<file path="src/rtl/factorial_pkg.sv">
// factorial_pkg: shared types and constants for the factorial core requester.
//   - fact_req_state_e : requester FSM state encoding
//   - *_DEF            : default parameter values for factorial_requester
//   - FACT_TABLE       : reference results 0!..7! used by the optional result checker
package factorial_pkg;

  localparam int unsigned IN_DATA_WD_DEF     = 3;
  localparam int unsigned OUT_DATA_WD_DEF    = 16;
  localparam int unsigned FIFO_DEPTH_DEF     = 4;
  localparam int unsigned TIMEOUT_CYCLES_DEF = 64;

  localparam int unsigned FACT_TABLE_WD      = 16;
  localparam int unsigned FACT_TABLE_ENTRIES = 8;

  typedef enum logic [1:0] {
    ST_IDLE  = 2'd0,
    ST_ISSUE = 2'd1,
    ST_WAIT  = 2'd2,
    ST_RESP  = 2'd3
  } fact_req_state_e;

  // n! for n = 0..7; 7! = 5040 needs 13 bits, stored at 16.
  localparam logic [FACT_TABLE_WD-1:0] FACT_TABLE [FACT_TABLE_ENTRIES] = '{
    16'd1, 16'd1, 16'd2, 16'd6, 16'd24, 16'd120, 16'd720, 16'd5040
  };

endpackage : factorial_pkg

</file>
<file path="src/rtl/fact_req_fifo.sv">
// fact_req_fifo: synchronous FIFO with count-based full/empty flags.
// Ports:
//   clk, rst_n        : clock, asynchronous active-low reset (empties the FIFO)
//   push, push_data   : write request and data (ignored when full)
//   pop               : read request (ignored when empty)
//   head_data         : entry at the read pointer (valid when !empty)
//   full, empty       : decoded from the registered occupancy count
// DEPTH must be a power of two so the pointers wrap naturally.
module fact_req_fifo #(
  parameter int unsigned WIDTH = 3,
  parameter int unsigned DEPTH = 4
) (
  input  logic             clk,
  input  logic             rst_n,
  input  logic             push,
  input  logic [WIDTH-1:0] push_data,
  input  logic             pop,
  output logic [WIDTH-1:0] head_data,
  output logic             full,
  output logic             empty
);

  localparam int unsigned AW = (DEPTH > 1) ? $clog2(DEPTH) : 1;
  localparam int unsigned CW = AW + 1;

  logic [WIDTH-1:0] mem [DEPTH];
  logic [AW-1:0]    wr_ptr;
  logic [AW-1:0]    rd_ptr;
  logic [CW-1:0]    count;
  logic             do_push;
  logic             do_pop;

  assign full      = (count == CW'(DEPTH));
  assign empty     = (count == '0);
  assign do_push   = push && !full;
  assign do_pop    = pop && !empty;
  assign head_data = mem[rd_ptr];

  // Pointers and occupancy; simultaneous push and pop leave count unchanged.
  always_ff @(posedge clk or negedge rst_n) begin
    if (!rst_n) begin
      wr_ptr <= '0;
      rd_ptr <= '0;
      count  <= '0;
    end else begin
      if (do_push) begin
        wr_ptr <= wr_ptr + AW'(1);
      end
      if (do_pop) begin
        rd_ptr <= rd_ptr + AW'(1);
      end
      if (do_push && !do_pop) begin
        count <= count + CW'(1);
      end else if (do_pop && !do_push) begin
        count <= count - CW'(1);
      end
    end
  end

  // Storage needs no reset: an entry is only read after it has been written.
  always_ff @(posedge clk) begin
    if (do_push) begin
      mem[wr_ptr] <= push_data;
    end
  end

endmodule : fact_req_fifo

</file>
<file path="src/rtl/factorial_requester.sv">
// factorial_requester: queues operands from a command port and issues them one
// at a time to the factorial core, returning each result (or a timeout) tagged
// with its operand on a valid/ready response port.
// Ports:
//   clk, resetn                   : clock, asynchronous active-low reset
//   cmd_valid/cmd_ready/cmd_data  : upstream operand port (cmd_ready = FIFO not full)
//   fact_in_data/fact_in_valid    : request to the core (one-cycle pulse)
//   fact_out_data/fact_out_valid  : result from the core (one-cycle pulse)
//   fact_out_busy                 : core busy; blocks new requests
//   rsp_valid/rsp_ready           : response handshake
//   rsp_data/rsp_operand          : result (0 on timeout) and its operand
//   rsp_timeout                   : response is a timeout
//   rsp_mismatch                  : result differs from n! (only with FACT_REQ_CHECK_EN)
//   err_spurious                  : sticky, result pulse seen outside WAIT
// Build option: define FACT_REQ_CHECK_EN to add the rsp_mismatch result checker.
module factorial_requester
  import factorial_pkg::*;
#(
  parameter int unsigned IN_DATA_WD     = IN_DATA_WD_DEF,
  parameter int unsigned OUT_DATA_WD    = OUT_DATA_WD_DEF,
  parameter int unsigned FIFO_DEPTH     = FIFO_DEPTH_DEF,
  parameter int unsigned TIMEOUT_CYCLES = TIMEOUT_CYCLES_DEF
) (
  input  logic                   clk,
  input  logic                   resetn,
  input  logic                   cmd_valid,
  output logic                   cmd_ready,
  input  logic [IN_DATA_WD-1:0]  cmd_data,
  output logic [IN_DATA_WD-1:0]  fact_in_data,
  output logic                   fact_in_valid,
  input  logic [OUT_DATA_WD-1:0] fact_out_data,
  input  logic                   fact_out_valid,
  input  logic                   fact_out_busy,
  output logic                   rsp_valid,
  input  logic                   rsp_ready,
  output logic [OUT_DATA_WD-1:0] rsp_data,
  output logic [IN_DATA_WD-1:0]  rsp_operand,
  output logic                   rsp_timeout,
`ifdef FACT_REQ_CHECK_EN
  output logic                   rsp_mismatch,
`endif
  output logic                   err_spurious
);

  localparam int unsigned TMO_WD = $clog2(TIMEOUT_CYCLES + 1);

`ifdef FACT_REQ_CHECK_EN
  // The reference table only covers 3-bit operands with results up to 13 bits.
  if (IN_DATA_WD != 3 || OUT_DATA_WD < 13) begin : g_check_cfg_bad
    $error("factorial_requester: checker needs IN_DATA_WD==3 and OUT_DATA_WD>=13");
  end
`endif

  fact_req_state_e        state_q;
  fact_req_state_e        state_d;

  logic                   fifo_push;
  logic                   fifo_pop;
  logic [IN_DATA_WD-1:0]  fifo_head;
  logic                   fifo_full;
  logic                   fifo_empty;

  logic [TMO_WD-1:0]      tmo_cnt_q;
  logic [TMO_WD-1:0]      tmo_cnt_d;
  logic                   tmo_hit_c;

  logic                   fact_in_valid_d;
  logic [IN_DATA_WD-1:0]  fact_in_data_d;
  logic                   rsp_valid_d;
  logic [OUT_DATA_WD-1:0] rsp_data_d;
  logic [IN_DATA_WD-1:0]  rsp_operand_d;
  logic                   rsp_timeout_d;
  logic                   err_spurious_d;

`ifdef FACT_REQ_CHECK_EN
  logic                   rsp_mismatch_d;
  logic                   result_mismatch_c;

  // fact_in_data holds the operand of the in-flight request during WAIT.
  assign result_mismatch_c = (fact_out_data != OUT_DATA_WD'(FACT_TABLE[fact_in_data]));
`endif

  // cmd_ready is the only combinational output; a same-cycle pop does not relax it.
  assign cmd_ready = !fifo_full;
  assign fifo_push = cmd_valid && cmd_ready;

  fact_req_fifo #(
    .WIDTH (IN_DATA_WD),
    .DEPTH (FIFO_DEPTH)
  ) u_fifo (
    .clk       (clk),
    .rst_n     (resetn),
    .push      (fifo_push),
    .push_data (cmd_data),
    .pop       (fifo_pop),
    .head_data (fifo_head),
    .full      (fifo_full),
    .empty     (fifo_empty)
  );

  // Counter holds the number of completed WAIT cycles; the limit is reached
  // in the WAIT cycle that makes it TIMEOUT_CYCLES.
  assign tmo_hit_c = (tmo_cnt_q == TMO_WD'(TIMEOUT_CYCLES - 1));

  // State register.
  always_ff @(posedge clk or negedge resetn) begin
    if (!resetn) begin
      state_q <= ST_IDLE;
    end else begin
      state_q <= state_d;
    end
  end

  // Next-state decode.
  always_comb begin
    state_d = state_q;
    case (state_q)
      ST_IDLE: begin
        if (!fifo_empty && !fact_out_busy) begin
          state_d = ST_ISSUE;
        end
      end
      ST_ISSUE: begin
        state_d = ST_WAIT;
      end
      ST_WAIT: begin
        if (fact_out_valid || tmo_hit_c) begin
          state_d = ST_RESP;
        end
      end
      ST_RESP: begin
        if (rsp_ready) begin
          state_d = ST_IDLE;
        end
      end
      default: begin
        state_d = ST_IDLE;
      end
    endcase
  end

  // Output decode: next values of the registered outputs, FIFO pop and counter.
  always_comb begin
    fact_in_valid_d = 1'b0;
    fact_in_data_d  = fact_in_data;
    rsp_valid_d     = (state_d == ST_RESP);
    rsp_data_d      = rsp_data;
    rsp_operand_d   = rsp_operand;
    rsp_timeout_d   = rsp_timeout;
    err_spurious_d  = err_spurious || (fact_out_valid && (state_q != ST_WAIT));
    tmo_cnt_d       = tmo_cnt_q;
    fifo_pop        = 1'b0;
`ifdef FACT_REQ_CHECK_EN
    rsp_mismatch_d  = rsp_mismatch;
`endif
    case (state_q)
      ST_IDLE: begin
        // Request goes out in the ISSUE cycle; head doubles as operand register.
        if (state_d == ST_ISSUE) begin
          fact_in_valid_d = 1'b1;
          fact_in_data_d  = fifo_head;
        end
      end
      ST_ISSUE: begin
        fifo_pop  = 1'b1;
        tmo_cnt_d = '0;
      end
      ST_WAIT: begin
        tmo_cnt_d = tmo_cnt_q + TMO_WD'(1);
        // A result arriving on the timeout cycle takes priority.
        if (fact_out_valid) begin
          rsp_data_d     = fact_out_data;
          rsp_operand_d  = fact_in_data;
          rsp_timeout_d  = 1'b0;
`ifdef FACT_REQ_CHECK_EN
          rsp_mismatch_d = result_mismatch_c;
`endif
        end else if (tmo_hit_c) begin
          rsp_data_d     = '0;
          rsp_operand_d  = fact_in_data;
          rsp_timeout_d  = 1'b1;
`ifdef FACT_REQ_CHECK_EN
          rsp_mismatch_d = 1'b0;
`endif
        end
      end
      default: begin
      end
    endcase
  end

  // Output and counter registers.
  always_ff @(posedge clk or negedge resetn) begin
    if (!resetn) begin
      fact_in_valid <= 1'b0;
      fact_in_data  <= '0;
      rsp_valid     <= 1'b0;
      rsp_data      <= '0;
      rsp_operand   <= '0;
      rsp_timeout   <= 1'b0;
      err_spurious  <= 1'b0;
      tmo_cnt_q     <= '0;
`ifdef FACT_REQ_CHECK_EN
      rsp_mismatch  <= 1'b0;
`endif
    end else begin
      fact_in_valid <= fact_in_valid_d;
      fact_in_data  <= fact_in_data_d;
      rsp_valid     <= rsp_valid_d;
      rsp_data      <= rsp_data_d;
      rsp_operand   <= rsp_operand_d;
      rsp_timeout   <= rsp_timeout_d;
      err_spurious  <= err_spurious_d;
      tmo_cnt_q     <= tmo_cnt_d;
`ifdef FACT_REQ_CHECK_EN
      rsp_mismatch  <= rsp_mismatch_d;
`endif
    end
  end

endmodule : factorial_requester

</file>
<file path="config.mk">
export PLATFORM = sky130hd
export DESIGN_NAME = factorial_requester
export DESIGN_NICKNAME = d
export VERILOG_FILES = /design/src/rtl/factorial_pkg.sv /design/src/rtl/fact_req_fifo.sv /design/src/rtl/factorial_requester.sv
export SDC_FILE = /design/constraint.sdc
export NUM_CORES = 1
export LEC_CHECK = 0
export BUFFER_PORTS_ARGS = -buffer_cell sky130_fd_sc_hd__buf_2
export CAP_MARGIN = 20
export CORE_UTILIZATION = 53
export DETAILED_ROUTE_END_ITERATION = 12
export HOLD_SLACK_MARGIN = 0.06
export PLACE_DENSITY = 0.8
export SYNTH_ARGS = -nofsm -noshare
export SYNTH_HDL_FRONTEND = slang
export SYNTH_SLANG_ARGS = --single-unit
</file>
<file path="constraint.sdc">
create_clock -name clk -period 2.2 [get_ports clk]
set_input_delay 0.44 -clock clk [delete_from_list [all_inputs] [get_ports clk]]
set_output_delay 0.44 -clock clk [all_outputs]
set_load 0.005 [all_outputs]
</file>
==> key figures <==
Run status
  – Status: completed

Detailed routing
  – Starting DRC count in detailed routing: 124
  – First-pass iteration count of the detailed router: 4
  – Routed Antenna Nets: 0
  – Average wire per standard cell: 14.0 um
  – Final WL: 3.94 mm
  – Vias per inst: 5.38
  – DRC errors left: 0
  – Vias: 1516

Yosys
  – Post-synth EDFFs: 12
  – Syn Area/Cell: 13.3 um^2
  – Top cells by area, synth: dfrtp_1 45%, edfxtp_1 16%, a22o_1 6.1%, ha_1 5.9%, mux2_2 3.4%
  – Post-Syn Area: 0.00231 mm^2
  – Sequential fraction of the synthesis area: 61.0%
  – Synthesized flop and latch total: 54
  – Cell type with the largest total area after synthesis: dfrtp_1
  – Top_reg_cell synth: dfrtp_1
  – Post-synth ARST share: 77.8%
  – Syn nets: 211
  – Syn Inst Count: 174
  – Synth warnings: 0
  – Synth unique cells: 36
  – Yosys top cell area share: 45.4%

Place
  – Post-DP HPWL: 2.90 mm
  – DP Worst Slack: 0.140 ns
  – Inst Count DP: 274
  – IO buf count: 51
  – GPL Wtd Cong: 0.768

Floorplanning
  – Die Wd: 68.1 um
  – Core area: 0.00409 mm^2
  – Starting Density: 56.6%
  – Die area: 0.00464 mm^2
  – Rows: 23
  – Die Y: 68.1 um
  – I/O pins: 52

Cells and area
  – # nets final: 268
  – Most frequent cells in the layout: 51 x buf_2, 41 x dfrtp_1, 16 x a22o_1, 12 x nand2_1, 12 x edfxtp_1
  – Final std cells w/o fill: 282
  – Area grow syn2layout: 19.3%
  – Layout cells sized above 1: 34.5%
  – Commonest non-fill, non-tap cell in the layout: buf_2
  – N_diodes: 0
  – Final core occ: 67.6%

Power and ir drop
  – Pwr dens: 1340 mW/mm^2
  – Static leakage: 1.33 nW
  – Tot Pwr: 3.69 mW
  – Worst VDD drop: 0.640 mV

Worst setup path
  – Crit end category: register
  – Critical setup path kind: register to register
  – Reg2Reg Launch Point: state_q[0]
  – Required @ worst endpoint: 2.40 ns
  – Crit path to: fact_in_data[0]
  – Worst R2R End: fact_in_data[0]
  – CP Max Fanout: 5
  – Worst EP arrival: 2.24 ns
  – CP startpoint kind: register
  – Reg2Reg Depth: 7
  – Reg-to-reg setup timing slack: 0.16 ns
  – CP Launch Point: state_q[0]

Timing
  – Worst clock skew: 0.00978 ns
  – Period utilization: 92.7%
  – Slew HR: 61.3%
  – Slew Limit Fails: 0
  – Final worst path period need: 2.04 ns
  – Worst setup margin: 0.160 ns
  – Worst slew pin tran: 0.581 ns
  – Fmax: 490 MHz
  – Setup_tns: 0 ns
  – Final hold violation count: 0
  – RSZ-0062 raised after global routing: no
  – # setup viols final: 0

Min path
  – Hold Path Class: input port to asynchronous set/reset pin

Clocking
  – Skew-Pair Late Insertion Delay: 0.31 ns
  – Clock root buffer: clkbuf_8
  – Number of CTS-inserted buffers: 5
  – CTS H-tree depth: 2
  – Clock Sinks: 54
  – Post-CTS Hold Buffers: 0
  – Clock-pin slew on the worst setup and hold paths: 0.10 ns
  – Worst-case clock buffer depth: 2
  – CTS tree: built
  – Postcts setup bufs: 0

Global routing
  – Gr usage total: 19.3%
  – Vias in the first global route: 1456
  – Global-route wire length before repair: 6.34 mm
  – Largest net degree at the start of global routing: 27
  – Initial antenna violation count: 0
  – Total gr overflow: 0

Job
  – Max Cap Viol: 0
[cells by family (layout without fill, tap and decap cells)]
group	after synthesis	after routing	synth area share, %
flops	54	54	61.0
simple gates	39	39	9.14
compound gates	34	34	10.9
buf+inv	18	76	3.14
fa+ha+maj	12	12	6.81
mux	11	11	6.76
xor+xnor	6	6	2.27
[critical path: stages, from the launching register on]
cell,delay (ns)
dfrtp_1,0.39
inv_1,0.11
ha_1,0.23
and4b_1,0.24
a21oi_1,0.10
a32o_1,0.31
nor3_4,0.21
mux2_2,0.36
[flip-flops by register name, indices dropped and copies added, names as in the netlist, 2 cells and up]
| register | flops |
|---|---|
| state_q | 2 |
| u_fifo.wr_ptr | 2 |
| u_fifo.mem | 12 |
| rsp_operand | 3 |
| tmo_cnt_q | 7 |
| rsp_data | 16 |
| u_fifo.count | 3 |
| fact_in_data | 3 |
| u_fifo.rd_ptr | 2 |
[stage by stage]
stage | area (um^2) | hold slack, ns
floorplan | 2310 | 0.144
global placement | 2650 | 0.438
detailed placement | 2650 | 0.458
CTS | 2760 | 0.130
global route | 2760 | 0.154
finish | 2760 | 0.122
[power by group]
group	switching [mW]	total (mW)	internal [mW]	leakage, nW
clock	0.307	0.648	0.341	0.0585
sequential	0.232	1.62	1.39	0.634
combinational	0.688	1.42	0.731	0.641
total	1.23	3.69	2.46	1.33
[metal layers]
layer	wire, um	vias to the layer above	track usage [%]	part of all wire (%)
met5	0	-	0	0
met3	277	10	5.67	7.0
met2	1790	60	30.0	45
met4	99	0	10.9	2.5
li1	-	731	-	-
met1	1770	715	23.9	45
[layout make-up]
cell class              count  area, um^2
flip-flops and latches     54        1410
well taps                  50        62.6
multi-input cells         102         832
repair buffers             57         300
inverters                  11        41.3
clock buffers               5        68.8
clock inverters             3        43.8
fillers                   326        1330
[Yosys cell counts, types with 3 or more instances]
| cell | count |
|---|---|
| dfrtp_1 | 42 |
| a22o_1 | 16 |
| edfxtp_1 | 12 |
| nand2_1 | 12 |
| ha_1 | 11 |
| inv_1 | 11 |
| o21ai_0 | 8 |
| mux2_2 | 7 |
| nor2_1 | 7 |
| and3_1 | 4 |
| buf_2 | 4 |
| nand3_1 | 4 |
| xnor2_1 | 4 |
| a21oi_1 | 3 |
| mux4_2 | 3 |
| nor2b_1 | 3 |
[worst min path at each step]
stage | start | endpoint | slack (ns) | cells past startpoint
floorplan | resetn | err_spurious | 0.14 | 0
global placement | err_spurious | err_spurious | 0.44 | 1
detailed placement | err_spurious | err_spurious | 0.46 | 1
CTS | resetn | err_spurious | 0.13 | 1
global route | resetn | rsp_data[14] | 0.15 | 1
finish | resetn | tmo_cnt_q[3] | 0.12 | 1
[timing repair]
action / 4_1_cts / 5_1_grt
setup endpoints to repair: 0 / 1
resized for setup: 0 / 3
endpoints found under the hold margin: 0 / 0
Power figures use the tool's default switching activity.
